==> src/rtl/rv32i_lsu.sv <==
// RV32I load/store unit: steers store data onto byte lanes and extracts/extends load data.
// It drives a single-outstanding req/ack memory port, with a watchdog that raises a bus error when ack never comes.
module rv32i_lsu #(
    parameter int WIDTH   = 32,
    parameter int TIMEOUT = 16
) (
    input  logic             i_clk,
    input  logic             i_rst_n,
    input  logic             i_req_valid,
    output logic             o_req_ready,
    input  logic             i_is_store,
    input  logic [2:0]       i_funct3,
    input  logic [WIDTH-1:0] i_addr,
    input  logic [WIDTH-1:0] i_store_data,
    output logic             o_mem_req,
    output logic             o_mem_we,
    output logic [WIDTH-1:0] o_mem_addr,
    output logic [3:0]       o_mem_wstrb,
    output logic [WIDTH-1:0] o_mem_wdata,
    input  logic             i_mem_ack,
    input  logic [WIDTH-1:0] i_mem_rdata,
    output logic             o_resp_valid,
    output logic [WIDTH-1:0] o_load_data,
    output logic [1:0]       o_err
);

    localparam int CNT_W = (TIMEOUT > 1) ? $clog2(TIMEOUT) : 1;

    typedef enum logic [1:0] {S_IDLE, S_ACCESS, S_DONE} state_t;

    state_t             r_state;
    state_t             w_state_nxt;
    logic [CNT_W-1:0]   r_cnt;
    logic [CNT_W-1:0]   w_cnt_nxt;
    logic               w_accept;
    logic               w_illegal;
    logic               w_misal;
    logic               w_expire;

    logic               r_is_store;
    logic [2:0]         r_funct3;
    logic [1:0]         r_addr_lo;
    logic [WIDTH-1:0]   r_addr;
    logic [3:0]         r_wstrb;
    logic [WIDTH-1:0]   r_wdata;
    logic [WIDTH-1:0]   r_load_data;
    logic [1:0]         r_err;

    function automatic logic [31:0] steer_data(input logic [2:0] f3, input logic [31:0] sd);
        case (f3[1:0])
            2'b00:   steer_data = {4{sd[7:0]}};
            2'b01:   steer_data = {2{sd[15:0]}};
            default: steer_data = sd;
        endcase
    endfunction

    function automatic logic [3:0] steer_strb(input logic [2:0] f3, input logic [1:0] lo);
        case (f3[1:0])
            2'b00:   steer_strb = 4'b0001 << lo;
            2'b01:   steer_strb = 4'b0011 << lo;
            default: steer_strb = 4'b1111;
        endcase
    endfunction

    function automatic logic [31:0] extract(input logic [2:0] f3, input logic [1:0] lo,
                                            input logic [31:0] rd);
        logic signed [7:0]  b;
        logic signed [15:0] h;
        b = rd[{lo, 3'b000} +: 8];
        h = rd[{lo[1], 4'b0000} +: 16];
        case (f3)
            3'b000:  extract = 32'(b);
            3'b001:  extract = 32'(h);
            3'b100:  extract = {24'd0, b};
            3'b101:  extract = {16'd0, h};
            default: extract = rd;
        endcase
    endfunction

    // Illegal encodings outrank misalignment; byte accesses are never misaligned.
    assign w_illegal = i_is_store ? (i_funct3 != 3'b000 && i_funct3 != 3'b001 && i_funct3 != 3'b010)
                                  : (i_funct3 == 3'b011 || i_funct3 == 3'b110 || i_funct3 == 3'b111);
    assign w_misal   = (i_funct3[1:0] == 2'b01 && i_addr[0]) ||
                       (i_funct3[1:0] == 2'b10 && i_addr[1:0] != 2'b00);
    assign w_expire  = (r_cnt == CNT_W'(TIMEOUT - 1));

    always_ff @(posedge i_clk) begin
        if (!i_rst_n) begin
            r_state <= S_IDLE;
            r_cnt   <= '0;
        end else begin
            r_state <= w_state_nxt;
            r_cnt   <= w_cnt_nxt;
        end
    end

    always_comb begin
        w_state_nxt = r_state;
        w_cnt_nxt   = '0;
        w_accept    = 1'b0;
        case (r_state)
            S_IDLE: begin
                if (i_req_valid) begin
                    w_accept    = 1'b1;
                    w_state_nxt = (w_illegal || w_misal) ? S_DONE : S_ACCESS;
                end
            end
            S_ACCESS: begin
                if (i_mem_ack || w_expire) w_state_nxt = S_DONE;
                else                       w_cnt_nxt   = r_cnt + 1'b1;
            end
            S_DONE:  w_state_nxt = S_IDLE;
            default: w_state_nxt = S_IDLE;
        endcase
    end

    // Datapath registers carry no reset; every output is gated by state instead.
    always_ff @(posedge i_clk) begin
        if (w_accept) begin
            r_is_store  <= i_is_store;
            r_funct3    <= i_funct3;
            r_addr_lo   <= i_addr[1:0];
            r_addr      <= {i_addr[WIDTH-1:2], 2'b00};
            r_wdata     <= steer_data(i_funct3, i_store_data);
            r_wstrb     <= i_is_store ? steer_strb(i_funct3, i_addr[1:0]) : 4'b0000;
            r_err       <= w_illegal ? 2'b11 : (w_misal ? 2'b01 : 2'b00);
            r_load_data <= '0;
        end else if (r_state == S_ACCESS) begin
            if (i_mem_ack) begin
                r_err       <= 2'b00;
                r_load_data <= r_is_store ? '0 : extract(r_funct3, r_addr_lo, i_mem_rdata);
            end else if (w_expire) begin
                r_err       <= 2'b10;
                r_load_data <= '0;
            end
        end
    end

    assign o_req_ready  = (r_state == S_IDLE);
    assign o_mem_req    = (r_state == S_ACCESS);
    assign o_mem_we     = o_mem_req & r_is_store;
    assign o_mem_addr   = o_mem_req ? r_addr  : '0;
    assign o_mem_wstrb  = o_mem_req ? r_wstrb : 4'b0000;
    assign o_mem_wdata  = o_mem_req ? r_wdata : '0;
    assign o_resp_valid = (r_state == S_DONE);
    assign o_load_data  = o_resp_valid ? r_load_data : '0;
    assign o_err        = o_resp_valid ? r_err : 2'b00;

endmodule

==> config.mk <==
export PLATFORM = sky130hd
export DESIGN_NAME = rv32i_lsu
export DESIGN_NICKNAME = d
export VERILOG_FILES = /design/src/rtl/rv32i_lsu.sv
export SDC_FILE = /design/constraint.sdc
export NUM_CORES = 1
export LEC_CHECK = 0
export ABC_CLOCK_PERIOD_IN_PS = 7150
export BUFFER_PORTS_ARGS = -buffer_cell sky130_fd_sc_hd__buf_4
export CAP_MARGIN = 10
export CELL_PAD_IN_SITES_DETAIL_PLACEMENT = 0
export CELL_PAD_IN_SITES_GLOBAL_PLACEMENT = 1
export CORE_MARGIN = 2
export CORE_UTILIZATION = 39
export CTS_BUF_LIST = sky130_fd_sc_hd__clkbuf_4 sky130_fd_sc_hd__clkbuf_8 sky130_fd_sc_hd__clkbuf_16
export CTS_CLUSTER_DIAMETER = 200
export DETAILED_ROUTE_END_ITERATION = 10
export GPL_TIMING_DRIVEN = 0
export PLACE_DENSITY_LB_ADDON = 0.2
export SLEW_MARGIN = 30
export SYNTH_ARGS = -nofsm -noshare
export SYNTH_HDL_FRONTEND = slang
export SYNTH_SLANG_ARGS = --single-unit
==> constraint.sdc <==
create_clock -name i_clk -period 7.15 [get_ports i_clk]
set_input_delay 0.715 -clock i_clk [delete_from_list [all_inputs] [get_ports i_clk]]
set_output_delay 0.715 -clock i_clk [all_outputs]
set_load 0.005 [all_outputs]
==> metrics.cfg <==
[outcome]
status=complete, no violations

[critical_path]
end_kind=primary output
cpMostUsedCell=clkbuf_1
startpoint_type=flip-flop
cp_cell_sequence=nor2b_1 -> clkbuf_1 -> clkbuf_1 -> clkbuf_1 -> and2_1 -> buf_4
critical_path_required_ns=6.43
crit_slowest_cell=dfxtp_1
path_max_fanout=10
crit_family=buffers and inverters
rrSetupSlack_ns=4.68
critical_path_arrival_ns=2.36
critPathMaxStageDelay_ns=0.42
worstSetupPathType=reg2out
path_buf_inv=4

[global_routing]
grt_overflow_total=0
grt_pass1_wl_mm=22.0
grt.total_usage_pct=20.1
antenna_found_initial=0
grt_pass1_vias=4360
grt_max_degree=47

[yosys]
syn_inst=462
ys.flop_type=edfxtp_1
yosysSeqAreaShare_pct=58.5
synth_area_per_cell_um2=11.0
synth_warnings=0
synth_edf_count=74
yosys.cell_types.count=39
async_reset_ff_share_pct=0
synth.ff_latch_count=112
syn_area_um2=5100

[pwr]
p_leak_nw=3.09
ir_drop_mv=0.142
power.total_mw=1.44
power_density_nw_per_um2=200

[worst_hold_path]
hold_class=reg2reg

[floorplanning]
core_um2=12700
die-area_um2=14000
dieHeight_um=118
initial_utilization_pct=40.3
io_pins=210
rows=41
die_w_um=118

[cts]
cts_buffer_depth=2
cts_tree=built
cts.clk_slew.worst_paths_ns=0.08
clk_latency_ns=0.35
cts.htree.levels=3
clock_sinks=112
ctsRootBufferMaster=clkbuf_16
hold_buffers=0
cts_buffers=9
cts_resized=0
post-cts-setup-buffers=0

[timing]
rsz0062_at_grt=false
hold_viol_final=0
max_slew_margin_pct=44.3
maxSlewViolCount=0
period_share_pct=43.0
fin_skew_ns=0.0110
max_freq_mhz=326
finalSetupTns_ns=0
tightest_slew_ns=0.832
finalCriticalPeriod_ns=3.07
setup_viol=0

[cells_and_area]
fin_util_pct=56.8
antennaDiodeCount=0
nNetsFinal=787
drive_gt1_share_pct=39.0
stdcell_area_um2=7200
syn2layout_area_growth_pct=41.1

[drt]
vias=4147
post_drt_via_cell_ratio=4.83
drt_iter0_drc=188
drt_pass1_iterations=6
drc=0
wirelength_mm=13.9
antenna_left=0
routedWlPerCell_um=16.1

[place]
post_dp_cell_area_um2=6900
place.gp.congestion=0.845
port_buffers=207
dp_hpwl_mm=10.4

[run]
maxCapViolations=0

==> routing by layer <==
layer | vias to the layer above | track usage, % | wire length (um)
li1 | 2034 | - | -
met1 | 1939 | 23.4 | 5590
met2 | 158 | 34.2 | 6860
met3 | 16 | 6.52 | 1190
met4 | 0 | 7.68 | 212
met5 | - | 0 | 0
==> metrics by stage <==
stage,setup WS [ns],hold WS [ns],std cells
2_1_floorplan,3.97,0.417,463
3_3_place_gp,2.77,0.427,842
3_5_place_dp,4.30,0.436,843
4_1_cts,4.00,0.452,859
5_1_grt,3.83,0.473,859
6_report,4.08,0.448,859
==> worst paths after layout <==
check,startpoint,to,cells after the start
hold reg to reg,r_cnt[0],r_cnt[0],1
hold / removal,r_cnt[0],r_cnt[0],1
setup reg to reg,r_state[0],r_err[0],7
setup / recovery,r_state[0],o_mem_wdata[14],6
==> registers in the layout, indices dropped and copies added (netlist names) <==
signal	cells
r_addr	30
r_addr_lo	2
r_cnt	4
r_err	2
r_funct3	3
r_is_store	1
r_load_data	32
r_state	2
r_wdata	32
r_wstrb	4
==> logic make-up (layout without fill, tap and decap cells) <==
family                   Yosys count  count (layout)  share of synthesized area [%]
AO/OA/AOI/OAI                     81              81                           10.2
XOR/XNOR                           2               2                          0.343
adder cells (fa/ha/maj)            1               1                          0.245
buffers and inverters             36             260                           3.19
flip-flops                       112             112                           58.5
multiplexers                      34              34                           7.48
other                              1               2                         0.0735
AND/OR/NAND/NOR                  195             195                           20.0
==> placed cells by master (no fill, tap or decap), types with 2 or more instances in the layout <==
master,synthesis,final
edfxtp_1,74,74
inv_1,6,5
dfxtp_1,38,38
nor2b_1,3,3
buf_1,2,2
inv_4,0,2
clkbuf_16,0,10
o21ai_2,10,10
o21a_1,4,4
mux2i_1,10,10
nor2_1,35,35
conb_1,1,2
nand2_1,44,44
nand3_1,4,4
and2_1,101,101
buf_4,3,210
o21ai_0,37,37
o221ai_1,8,8
clkbuf_1,21,21
buf_6,2,2
nand2b_1,3,3
mux2_2,23,23
a21oi_1,14,14
nor3_1,2,2
clkinv_2,0,2
==> layout make-up <==
cell class / count / area (um^2)
Buffer: 29 / 136
Clock buffer: 11 / 264
Clock inverter: 5 / 36.3
Fill cell: 1162 / 5470
Inverter: 7 / 28.8
Multi-Input combinational cell: 315 / 1960
Sequential cell: 112 / 2980
Tap cell: 172 / 215
Timing Repair Buffer: 208 / 1570
==> cells in the mapped netlist (2+ instances only) <==
library cell	n	area, um^2
dfxtp_1	38	761
nor2b_1	3	18.8
nor2_1	35	131
o21ai_0	37	185
edfxtp_1	74	2220
buf_4	3	22.5
and2_1	101	632
a21oi_1	14	70.1
nand2_1	44	165
buf_6	2	22.5
mux2i_1	10	100
o221ai_1	8	70.1
mux2_2	23	259
buf_1	2	7.51
clkbuf_1	21	78.8
nand2b_1	3	18.8
nor3_1	2	10.0
nand3_1	4	20.0
o21a_1	4	30.0
o21ai_2	10	87.6
inv_1	6	22.5
==> where the power goes <==
group	internal, mW	leakage [nW]	switching (mW)
clock network	0.270	0.153	0.238
logic	0.0917	1.92	0.0957
registers	0.737	1.02	0.0108
Power figures use the tool's default switching activity.
